File: src/rtl/ahb_pkg.sv
// Shared AHB-Lite encodings, the bridge address window and the responder FSM states.
package ahb_pkg;

    localparam logic [1:0] HTRANS_IDLE   = 2'b00;
    localparam logic [1:0] HTRANS_BUSY   = 2'b01;
    localparam logic [1:0] HTRANS_NONSEQ = 2'b10;
    localparam logic [1:0] HTRANS_SEQ    = 2'b11;

    localparam logic [1:0] HRESP_OKAY  = 2'b00;
    localparam logic [1:0] HRESP_ERROR = 2'b01;

    localparam logic [31:0] AHB_BASE  = 32'h8000_0000;
    localparam logic [31:0] AHB_LIMIT = 32'h8BFF_FFFF;

    typedef enum logic [2:0] {
        ST_IDLE,
        ST_WAIT,
        ST_DATA,
        ST_ERR1,
        ST_ERR2
    } state_e;

    function automatic logic htrans_active(input logic [1:0] trans);
        logic act;
        case (trans)
            HTRANS_IDLE, HTRANS_BUSY:  act = 1'b0;
            HTRANS_NONSEQ, HTRANS_SEQ: act = 1'b1;
            default:                   act = 1'b0;
        endcase
        return act;
    endfunction

    function automatic logic in_window(input logic [31:0] addr);
        return (addr >= AHB_BASE) && (addr <= AHB_LIMIT);
    endfunction

endpackage

File: src/rtl/ahb_resp_regfile.sv
// Word register file for the AHB responder: synchronous write, combinational read,
// asynchronous clear.
module ahb_resp_regfile #(
    parameter int unsigned DEPTH = 16,
    parameter int unsigned IDX_W = $clog2(DEPTH)
) (
    input  logic             Hclk,
    input  logic             Hreset,
    input  logic             we,
    input  logic [IDX_W-1:0] addr,
    input  logic [31:0]      wdata,
    output logic [31:0]      rdata
);

    logic [31:0] mem [DEPTH];

    always_ff @(posedge Hclk or posedge Hreset) begin
        if (Hreset) begin
            for (int unsigned i = 0; i < DEPTH; i++) begin
                mem[i] <= '0;
            end
        end else if (we) begin
            mem[addr] <= wdata;
        end
    end

    assign rdata = mem[addr];

endmodule

File: src/rtl/ahb_slave_responder.sv
// AHB-Lite responder: window decode, configurable wait states, two-cycle ERROR,
// and a small word register file behind the data phase.
module ahb_slave_responder #(
    parameter int unsigned WAIT_STATES = 1,
    parameter int unsigned DEPTH       = 16
) (
    input  logic        Hclk,
    input  logic        Hreset,
    input  logic        Hwrite,
    input  logic        Hreadyin,
    input  logic [1:0]  Htrans,
    input  logic [31:0] Haddr,
    input  logic [31:0] Hwdata,
    output logic        Hreadyout,
    output logic [1:0]  Hresp,
    output logic [31:0] Hrdata
);

    import ahb_pkg::*;

    localparam int unsigned IdxW     = $clog2(DEPTH);
    localparam logic [2:0]  WaitLoad = (WAIT_STATES > 0) ? 3'(WAIT_STATES - 1) : 3'd0;

    state_e            state_q, state_d;
    logic [2:0]        wcnt_q, wcnt_d;
    logic              wr_q, wr_d;
    logic              inwin_q, inwin_d;
    logic [IdxW-1:0]   idx_q, idx_d;
    logic              accept;
    logic              mem_we;
    logic [31:0]       mem_rdata;

    assign Hreadyout = (state_q != ST_WAIT) && (state_q != ST_ERR1);
    assign Hresp     = ((state_q == ST_ERR1) || (state_q == ST_ERR2)) ? HRESP_ERROR : HRESP_OKAY;
    assign accept    = htrans_active(Htrans) && Hreadyin && Hreadyout;

    always_comb begin
        state_d = state_q;
        wcnt_d  = wcnt_q;
        wr_d    = wr_q;
        inwin_d = inwin_q;
        idx_d   = idx_q;
        unique case (state_q)
            ST_IDLE, ST_DATA, ST_ERR2: begin
                state_d = ST_IDLE;
                if (accept) begin
                    wr_d    = Hwrite;
                    idx_d   = Haddr[IdxW+1:2];
                    inwin_d = in_window(Haddr);
                    if (!in_window(Haddr)) begin
                        state_d = ST_ERR1;
                    end else if (WAIT_STATES > 0) begin
                        state_d = ST_WAIT;
                        wcnt_d  = WaitLoad;
                    end else begin
                        state_d = ST_DATA;
                    end
                end
            end
            ST_WAIT: begin
                if (wcnt_q == 3'd0) begin
                    state_d = ST_DATA;
                end else begin
                    wcnt_d = wcnt_q - 3'd1;
                end
            end
            ST_ERR1: state_d = ST_ERR2;
            default: state_d = ST_IDLE;
        endcase
    end

    always_ff @(posedge Hclk or posedge Hreset) begin
        if (Hreset) begin
            state_q <= ST_IDLE;
            wcnt_q  <= 3'd0;
            wr_q    <= 1'b0;
            inwin_q <= 1'b0;
            idx_q   <= '0;
        end else begin
            state_q <= state_d;
            wcnt_q  <= wcnt_d;
            wr_q    <= wr_d;
            inwin_q <= inwin_d;
            idx_q   <= idx_d;
        end
    end

    // Write commits at the edge closing the data phase, so a pipelined read sees it.
    assign mem_we = (state_q == ST_DATA) && wr_q && inwin_q;
    assign Hrdata = ((state_q == ST_DATA) && !wr_q) ? mem_rdata : 32'h0;

    ahb_resp_regfile #(
        .DEPTH (DEPTH),
        .IDX_W (IdxW)
    ) u_regfile (
        .Hclk   (Hclk),
        .Hreset (Hreset),
        .we     (mem_we),
        .addr   (idx_q),
        .wdata  (Hwdata),
        .rdata  (mem_rdata)
    );

endmodule
File: config.mk
export PLATFORM = sky130hd
export DESIGN_NAME = ahb_slave_responder
export DESIGN_NICKNAME = d
export VERILOG_FILES = /design/src/rtl/ahb_pkg.sv /design/src/rtl/ahb_resp_regfile.sv /design/src/rtl/ahb_slave_responder.sv
export SDC_FILE = /design/constraint.sdc
export NUM_CORES = 1
export LEC_CHECK = 0
export CORE_ASPECT_RATIO = 1.5
export CORE_MARGIN = 1
export CORE_UTILIZATION = 45
export DETAILED_ROUTE_END_ITERATION = 12
export GPL_TIMING_DRIVEN = 0
export PLACE_DENSITY = 0.59
export SLEW_MARGIN = 20
export SYNTH_ARGS = -nofsm -noshare
export SYNTH_HDL_FRONTEND = slang
export SYNTH_SLANG_ARGS = --single-unit
File: constraint.sdc
create_clock -name Hclk -period 25.6 [get_ports Hclk]
set_input_delay 7.68 -clock Hclk [delete_from_list [all_inputs] [get_ports Hclk]]
set_output_delay 7.68 -clock Hclk [all_outputs]
set_load 0.005 [all_outputs]
==> impl_metrics.env, run 1 <==
export IMPL_antenna_found_initial=0
export IMPL_nets=1677
export IMPL_cts_tree="done"
export IMPL_ios=105
export IMPL_crit_path_max_fanout=10
export IMPL_place_ws_ns=14.38
export IMPL_synth_seq_cells=524
export IMPL_yosysUniqueCellTypes=38
export IMPL_layout_common_cells="dfrtp_1, mux2_2, mux4_2"
export IMPL_period_share_pct=46.4
export IMPL_netlist_instances=1465
export IMPL_drive_above_1_share_pct=49.3
export IMPL_hold_path_end="u_regfile.mem[405]"
export IMPL_path_clk_slew_ns=0.06
export IMPL_hold_path_depth=1
export IMPL_syn_nets=1537
export IMPL_routedWlPerCell_um=27.3
export IMPL_max_cap_violations=0
export IMPL_fmax_ghz=0.0843
export IMPL_syn_area_per_cell_um2=16.1
export IMPL_grt_busiest_layer="met2"
export IMPL_firstDrtPassIters=4
export IMPL_rsz0062_at_grt="no"
export IMPL_grt_pass1_vias=14900
export IMPL_worst_r2r_endpoint="u_regfile.mem[5]"
export IMPL_hold_buffers=0
export IMPL_ant_nets=0
export IMPL_gp_congestion=0.793
export IMPL_crit_arrival_ns=4.19
export IMPL_hold_ws_ns=0.483
export IMPL_p_leak_nw=12.3
export IMPL_grt_usage_pct=24.8
export IMPL_use_met3_pct=3.21
export IMPL_seq_area_frac_synth_pct=55.7
export IMPL_min_period_ns=11.87
export IMPL_h_tree_depth=2
export IMPL_status="finished, final reports clean"
export IMPL_grt_max_degree=109
export IMPL_clockBufferDepth=3
export IMPL_post_cts_buffers=0
export IMPL_grt_pass1_wl_mm=96.5
export IMPL_clk_latency_ns=0.60
export IMPL_cts_sinks=524
export IMPL_cp_required_ns=17.92
export IMPL_stdcell_area_um2=27300
export IMPL_setup_viol=0
export IMPL_critical_path_class="reg -> out"
export IMPL_cts_buffers=52
export IMPL_rows=102
export IMPL_via_count=13400
export IMPL_drt_iter0_drc=682
export IMPL_root_buffer="clkbuf_16"
export IMPL_relSlewSlack_pct=21.1
export IMPL_synth_warnings=0
export IMPL_grt_ovfl_total=0
export IMPL_met1_usage_pct=30.7
export IMPL_vias_per_cell=5.78
export IMPL_ir_drop_v=0.0000673
export IMPL_cts_resized=0
export IMPL_wl_mm=63.4
export IMPL_area_growth_pct=15.7
export IMPL_utilization_pct=52.7
export IMPL_fin_skew_ns=0.0158
export IMPL_cp_end_kind="primary output"
export IMPL_layout_commonest_cell="dfrtp_1"
export IMPL_finalPower_mw=2.19
export IMPL_powerDensity_nw_per_um2=80.5
export IMPL_r2r_cells=5
export IMPL_start_util_pct=45.6
export IMPL_syn_area_um2=23600
export IMPL_io_buffers=80
export IMPL_rr_startpoint="state_q[0]"
export IMPL_setup_ws_ns=13.73
export IMPL_gr_usage_met2_pct=44.3
export IMPL_final_hold_viol_count=0
export IMPL_drc=0
export IMPL_dieHeight_um=282
export IMPL_dpl_hpwl_mm=41.3
export IMPL_core_area_um2=51700
export IMPL_slew_viol_final=0
export IMPL_num_antenna_cells=0
export IMPL_worst_slew_pin_slew_ns=1.18
export IMPL_startpoint_type="flop"
export IMPL_die_w_um=189
export IMPL_r2r_slack_ns=22.94
export IMPL_min_delay_start="u_regfile.mem[405]"
export IMPL_hold_path_class="reg -> reg"
export IMPL_place_area_um2=25400
export IMPL_die_area_um2=53300
[Yosys cell counts]
| cell type | number | share of area (%) |
|---|---|---|
| inv_1 | 4 | 0.064 |
| and4bb_2 | 1 | 0.053 |
| nor2_1 | 13 | 0.21 |
| dfrtp_1 | 524 | 56 |
| nor3_1 | 1 | 0.021 |
| ha_1 | 2 | 0.11 |
| a21o_1 | 2 | 0.064 |
| o21ai_0 | 32 | 0.68 |
| mux4_2 | 128 | 12 |
| and4b_1 | 1 | 0.042 |
| nand2b_1 | 5 | 0.13 |
| nand3_1 | 1 | 0.021 |
| nand2_1 | 24 | 0.38 |
| mux2_1 | 11 | 0.53 |
| o2bb2ai_1 | 1 | 0.037 |
| nand3b_1 | 1 | 0.032 |
| nand4_1 | 1 | 0.027 |
| o32ai_1 | 1 | 0.037 |
| nor3_2 | 3 | 0.13 |
| buf_4 | 2 | 0.064 |
| a31o_2 | 1 | 0.037 |
| a21oi_1 | 1 | 0.021 |
| buf_1 | 1 | 0.016 |
| a22oi_1 | 32 | 1.0 |
| clkbuf_2 | 2 | 0.042 |
| nor3b_1 | 1 | 0.032 |
| buf_2 | 66 | 1.4 |
| buf_6 | 6 | 0.29 |
| or2_2 | 3 | 0.080 |
| mux2_2 | 501 | 24 |
| clkbuf_1 | 53 | 0.84 |
| conb_1 | 1 | 0.016 |
| nand4b_1 | 2 | 0.074 |
| a21boi_0 | 1 | 0.032 |
| or4b_2 | 2 | 0.085 |
| mux2i_1 | 32 | 1.4 |
| nor4b_4 | 1 | 0.10 |
| nand4b_2 | 1 | 0.064 |
[through the flow]
| stage | instances | setup TNS, ns |
|---|---|---|
| after global routing | 2322 | 0 |
| after detailed placement | 2227 | 0 |
| after floorplan | 1465 | 0 |
| after global placement | 2221 | -1290.42 |
| final | 2322 | 0 |
| after CTS | 2322 | 0 |
[metal layers]
metal / wire (um) / share of wire, %
met1: 25400 / 40
met2: 33200 / 52
met3: 2420 / 3.8
met4: 2370 / 3.7
met5: 0 / 0
[report_power, final]
part           internal [mW]  switching [mW]  leakage [nW]  total [mW]
logic                  0.210           0.262          4.54       0.471
clock network          0.512           0.332         0.934       0.843
registers              0.861          0.0179          6.86       0.879
total                   1.58           0.612          12.3        2.19
[worst max-delay path by stage]
stage / startpoint / end / slack, ns / cells past startpoint
global placement: Hreset / u_regfile.mem[143] / -2.53 / 2
detailed placement: idx_q[3] / Hrdata[17] / 14.38 / 7
finish: idx_q[3] / Hrdata[17] / 13.73 / 7
floorplan: Hreset / idx_q[0] / 3.28 / 1
global route: state_q[0] / Hrdata[17] / 13.65 / 6
CTS: idx_q[3] / Hrdata[17] / 13.74 / 7
[layout make-up]
cell class	count	area [um^2]
buffer	130	626
multi-input combinational	807	9800
inverter	4	22.5
sequential	524	13100
tap	676	846
fill	4307	24400
clock buffer	71	1500
clock inverter	24	384
timing repair buffer	86	966
[kinds of logic after synthesis]
logic type | synth area share (%)
simple gates | 1.48
buf+inv | 2.72
fa+ha+maj | 0.106
other cells | 0.0159
compound gates | 1.93
flops | 55.7
mux | 38.1
[sequential cells by signal, summed over array words and instances, names as in the netlist]
| signal | cells |
|---|---|
| wcnt_q | 3 |
| inwin_q | 1 |
| idx_q | 4 |
| u_regfile.mem | 512 |
| state_q | 3 |
| wr_q | 1 |
[worst max-delay path, cell delays in order, from the launching register on]
cell,delay (ns)
dfrtp_1,0.37
buf_2,0.30
buf_2,0.37
clkbuf_1,0.91
mux4_2,0.41
mux2i_1,0.08
o21ai_0,0.53
clkdlybuf4s50_1,0.62
Power figures use the tool's default switching activity.
==> run 2: changes to the inputs <==
==> constraint.sdc (replaced) <==
create_clock -name Hclk -period 12.4 [get_ports Hclk]
set_input_delay 3.72 -clock Hclk [delete_from_list [all_inputs] [get_ports Hclk]]
set_output_delay 3.72 -clock Hclk [all_outputs]
set_load 0.005 [all_outputs]
==> run 2 against run 1 <==
Net effect: critical path depth fell by 1; critical path type unchanged; highest routed layer is now met5; sequential share of layout area about the same; total power up 98%; clock skew increased by 0.0020 ns; hold slack worse by 0.0071 ns; sequential power up 110%; first-iteration DRC count decreased by 5.4%; global-route usage decreased by 0.13 points; non-clock buffer count grew 13; utilization hardly changed; setup slack worse by 9.1 ns.
==> impl_metrics.env, run 2 (same netlist as run 1, synthesis figures left out) <==
export IMPL_rsz0062_at_grt="no"
export IMPL_antenna_found_initial=2
export IMPL_routedWlPerCell_um=27.2
export IMPL_powerDensity_nw_per_um2=159
export IMPL_wl_mm=63.2
export IMPL_critical_path_class="reg -> out"
export IMPL_area_growth_pct=15.6
export IMPL_fin_skew_ns=0.0178
export IMPL_critPathBufInv=2
export IMPL_ir_drop_v=0.0000990
export IMPL_hold_buffers=0
export IMPL_fillers=4309
export IMPL_firstDrtPassIters=5
export IMPL_path_clk_slew_ns=0.06
export IMPL_layout_common_cells="dfrtp_1, mux2_2, mux4_2"
export IMPL_hold_path_class="reg -> reg"
export IMPL_gp_congestion=0.768
export IMPL_setup_ws_ns=4.65
export IMPL_drt_iter0_drc=645
export IMPL_grt_ovfl_total=0
export IMPL_slowest_stage="clkbuf_1"
export IMPL_ant_nets=0
export IMPL_max_cap_violations=0
export IMPL_cp_required_ns=8.68
export IMPL_crit_path_max_fanout=10
export IMPL_cts_tree="done"
export IMPL_critical_path_top_delay_family="buffers and inverters"
export IMPL_worst_slew_pin_slew_ns=1.20
export IMPL_die_w_um=189
export IMPL_crit_arrival_ns=4.03
export IMPL_layout_area_seq_um2=13100
export IMPL_period_share_pct=62.5
export IMPL_status="finished, final reports clean"
export IMPL_grt_usage_pct=24.7
export IMPL_multi_input_area_um2=9800
export IMPL_ios=105
export IMPL_min_period_ns=7.75
export IMPL_place_ws_ns=5.13
export IMPL_start_util_pct=45.6
export IMPL_stdcell_area_um2=27200
export IMPL_hold_ws_ns=0.476
export IMPL_final_hold_viol_count=0
export IMPL_relSlewSlack_pct=20.1
export IMPL_cts_resized=0
export IMPL_place_area_um2=25600
export IMPL_nets=1690
export IMPL_num_antenna_cells=0
export IMPL_dieHeight_um=282
export IMPL_core_area_um2=51700
export IMPL_setup_viol=0
export IMPL_dpl_hpwl_mm=41.8
export IMPL_root_buffer="clkbuf_16"
export IMPL_largest_register="u_regfile.mem"
export IMPL_post_cts_buffers=0
export IMPL_slowest_delay_ns=0.78
export IMPL_largest_register_ff_count=512
export IMPL_reg_top3="u_regfile.mem: 512 flops, idx_q: 4 flops"
export IMPL_cp_end_kind="primary output"
export IMPL_cts_sinks=524
export IMPL_grt_pass1_vias=14900
export IMPL_fmax_ghz=0.129
export IMPL_h_tree_depth=2
export IMPL_slew_viol_final=0
export IMPL_finalSetupTns_ns=0
export IMPL_layout_commonest_cell="dfrtp_1"
export IMPL_die_area_um2=53300
export IMPL_drive_above_1_share_pct=49.1
export IMPL_grt_pass1_wl_mm=96.4
export IMPL_via_count=13600
export IMPL_crit_path_cell_trace="or4b_2, nor2_1, clkbuf_1, a22oi_1, o21ai_0, clkdlybuf4s50_1"
export IMPL_p_leak_nw=12.3
export IMPL_cts_buffers=52
export IMPL_startpoint_type="flop"
export IMPL_io_buffers=80
export IMPL_grt_max_degree=36
export IMPL_clockBufferDepth=3
export IMPL_vias_per_cell=5.83
export IMPL_drc=0
export IMPL_clk_latency_ns=0.59
export IMPL_rows=102
run 2: where the power goes:
group | internal (mW) | leakage, nW | switching (mW)
combinational | 0.443 | 4.65 | 0.548
sequential | 1.78 | 6.86 | 0.0368
clock | 0.881 | 0.804 | 0.650
run 2: layout make-up:
type / instances / share of cell area, %
inverters: 4 / 0.0689
multi-input cells: 807 / 36.0
repair buffers: 99 / 4.41
clock buffers: 79 / 5.75
clock inverters: 6 / 0.243
flip-flops and latches: 524 / 48.1
well taps: 676 / 3.11
plain buffers: 130 / 2.30
run 2: per-stage QoR:
stage          utilization [%]  instances  total power [mW]
5_1_grt                   52.7       2325              4.51
2_1_floorplan                -       1465              2.49
4_1_cts                   52.7       2324              4.40
3_3_place_gp              48.8       2221              2.82
3_5_place_dp              49.5       2239              2.86
6_report                  52.7       2325              4.34
run 2: final timing paths:
| path | startpoint | to | slack (ns) | cells past startpoint |
|---|---|---|---|---|
| worst max-delay path | state_q[0] | Hrdata[17] | 4.65 | 6 |
| worst min-delay path | inwin_q | inwin_q | 0.48 | 2 |
| worst max register to register | state_q[0] | u_regfile.mem[31] | 9.70 | 5 |
| worst min register to register | inwin_q | inwin_q | 0.48 | 2 |
| max in group asynchronous | Hreset | u_regfile.mem[133] | 6.51 | 10 |
| min in group asynchronous | Hreset | u_regfile.mem[85] | 3.61 | 2 |
run 2: routing by layer:
layer,GRT usage (%),wire (um)
met5,0,23
met4,10.8,2670
met3,3.47,2230
met2,42.9,32600
met1,30.6,25700
run 2: worst min-delay path: cells and delay by family, from the launching register on:
kind             cells  cell delay, ns
DFF                  1            0.34
and+or+nand+nor      2            0.10
==> run 3: changes to the inputs <==
--- a/config.mk
+++ b/config.mk
@@ -10,7 +10,7 @@
 export CORE_UTILIZATION = 45
 export DETAILED_ROUTE_END_ITERATION = 12
 export GPL_TIMING_DRIVEN = 0
-export PLACE_DENSITY = 0.59
+export PLACE_DENSITY = 0.62
 export SLEW_MARGIN = 20
 export SYNTH_ARGS = -nofsm -noshare
 export SYNTH_HDL_FRONTEND = slang
==> constraint.sdc (replaced) <==
create_clock -name Hclk -period 6.34 [get_ports Hclk]
set_input_delay 1.902 -clock Hclk [delete_from_list [all_inputs] [get_ports Hclk]]
set_output_delay 1.902 -clock Hclk [all_outputs]
set_load 0.005 [all_outputs]
==> run 3 against run 2 <==
Net effect: clock power is 110% higher; setup slack got worse by 4.2 ns; total power is 100% higher; via count is 0.73% lower; critical endpoint unchanged; clock-buffer cell count up 1; global-route usage down 0.57 points; hold slack worse by 0.0070 ns; sequential share of layout area fell by 0.22 points; die area unchanged; clock skew rose by 0.0078 ns; first-iteration DRC count grew 0.16%; cell count rose by 0.34%.
==> impl_metrics.env, run 3 (same netlist as run 1, synthesis figures left out) <==
export IMPL_status="finished, final reports clean"
export IMPL_period_share_pct=92.5
export IMPL_critPathBufInv=2
export IMPL_worst_r2r_endpoint="u_regfile.mem[21]"
export IMPL_drive_above_1_share_pct=49.4
export IMPL_cts_tree="done"
export IMPL_drt_iter0_drc=646
export IMPL_reg_top3="u_regfile.mem: 512 flops, idx_q: 4 flops"
export IMPL_num_antenna_cells=0
export IMPL_slowest_delay_ns=0.75
export IMPL_max_cap_violations=0
export IMPL_cts_sinks=524
export IMPL_nets=1689
export IMPL_crit_path_max_fanout=10
export IMPL_hold_path_class="reg -> reg"
export IMPL_setup_viol=0
export IMPL_wl_mm=61.6
export IMPL_layout_common_cells="dfrtp_1, mux2_2, mux4_2"
export IMPL_critical_path_class="reg -> out"
export IMPL_finalSetupTns_ns=0
export IMPL_worst_slew_pin_slew_ns=1.10
export IMPL_crit_path_cell_trace="or4b_2, nor2_1, clkbuf_1, a22oi_1, o21ai_0, clkdlybuf4s50_1"
export IMPL_largest_register="u_regfile.mem"
export IMPL_cp_end_kind="primary output"
export IMPL_dieHeight_um=282
export IMPL_fin_skew_ns=0.0256
export IMPL_area_growth_pct=16.2
export IMPL_core_area_um2=51700
export IMPL_ant_nets=0
export IMPL_rows=102
export IMPL_rsz0062_at_grt="no"
export IMPL_relSlewSlack_pct=26.6
export IMPL_startpoint_type="flop"
export IMPL_die_w_um=189
export IMPL_crit_cells=6
export IMPL_dpl_hpwl_mm=41.5
export IMPL_ir_drop_v=0.000249
export IMPL_r2r_cells=5
export IMPL_hold_path_end="inwin_q"
export IMPL_grt_ovfl_total=0
export IMPL_grt_pass1_vias=15000
export IMPL_multi_input_area_um2=9800
export IMPL_grt_max_degree=36
export IMPL_final_hold_viol_count=0
export IMPL_clockBufferDepth=3
export IMPL_antenna_found_initial=1
export IMPL_r2r_slack_ns=3.68
export IMPL_layout_commonest_cell="dfrtp_1"
export IMPL_cts_buffers=52
export IMPL_routedWlPerCell_um=26.4
export IMPL_start_util_pct=45.6
export IMPL_ios=105
export IMPL_via_count=13500
export IMPL_clk_latency_ns=0.61
export IMPL_slew_viol_final=0
export IMPL_layout_area_seq_um2=13100
export IMPL_min_delay_start="inwin_q"
export IMPL_vias_per_cell=5.77
export IMPL_drc=0
export IMPL_p_leak_nw=12.4
export IMPL_fillers=4291
export IMPL_largest_register_ff_count=512
export IMPL_powerDensity_nw_per_um2=318
export IMPL_root_buffer="clkbuf_16"
export IMPL_rr_startpoint="state_q[0]"
export IMPL_h_tree_depth=2
export IMPL_gp_congestion=0.799
export IMPL_cp_required_ns=4.44
export IMPL_die_area_um2=53300
export IMPL_place_inst=2239
export IMPL_min_period_ns=5.86
export IMPL_crit_arrival_ns=3.96
export IMPL_slowest_stage="clkbuf_1"
export IMPL_fmax_ghz=0.171
export IMPL_grt_pass1_wl_mm=94.6
export IMPL_hold_path_depth=2
export IMPL_grt_usage_pct=24.1
export IMPL_critical_path_top_delay_family="buffers and inverters"
export IMPL_cts_resized=0
export IMPL_path_clk_slew_ns=0.06
export IMPL_io_buffers=80
export IMPL_post_cts_buffers=0
export IMPL_finalNonFillerCells=2333
export IMPL_firstDrtPassIters=5
export IMPL_hold_buffers=0
==> run 3: area by class of cell <==
class / instances / area share [%]
multi-input cells: 807 / 35.8
plain buffers: 130 / 2.29
repair buffers: 98 / 4.27
flip-flops and latches: 524 / 47.9
clock buffers: 80 / 5.77
clock inverters: 14 / 0.764
inverters: 4 / 0.0686
well taps: 676 / 3.09
==> run 3: metal layers <==
metal / vias to the layer above / share of wire, % / track usage [%]
met1: 7321 / 40 / 29.8
met3: 116 / 3.5 / 3.47
met5: - / 0.028 / 0
li1: 5755 / - / -
met4: 2 / 3.4 / 8.81
met2: 272 / 53 / 42.9
==> run 3: how the worst max path moves through the flow <==
stage | startpoint | end | slack (ns)
4_1_cts | state_q[0] | Hrdata[17] | 0.35
6_report | state_q[0] | Hrdata[17] | 0.48
5_1_grt | state_q[0] | Hrdata[17] | 0.34
3_5_place_dp | state_q[0] | Hrdata[17] | 1.01
2_1_floorplan | Hreset | idx_q[0] | -2.68
3_3_place_gp | Hreset | u_regfile.mem[228] | -5.92
==> run 3: report_power, final <==
part | switching (mW) | internal, mW | leakage, nW
sequential | 0.0699 | 3.48 | 6.86
combinational | 1.05 | 0.859 | 4.63
clock | 1.32 | 1.91 | 0.879
==> run 3: worst register-to-register path, cell delays in order (launching register included) <==
cell and delay, ns:
dfrtp_1 0.43, and4bb_2 0.39, nand4_1 0.25, nor2_1 0.57
buf_2 0.49, mux2_2 0.39
==> run 3: per-stage QoR <==
step                      utilization, %  hold WS, ns  area [um^2]  power [mW]  worst slack, ns
after detailed placement            49.5        0.456        25600        5.55             1.01
after global routing                52.9        0.502        27400        9.02            0.342
after global placement              48.8        0.456        25200        5.50            -5.92
final                               52.9        0.469        27400        8.69            0.475
after CTS                           52.9        0.475        27400        8.79            0.353
after floorplan                        -        0.439        23600        4.86            -2.68
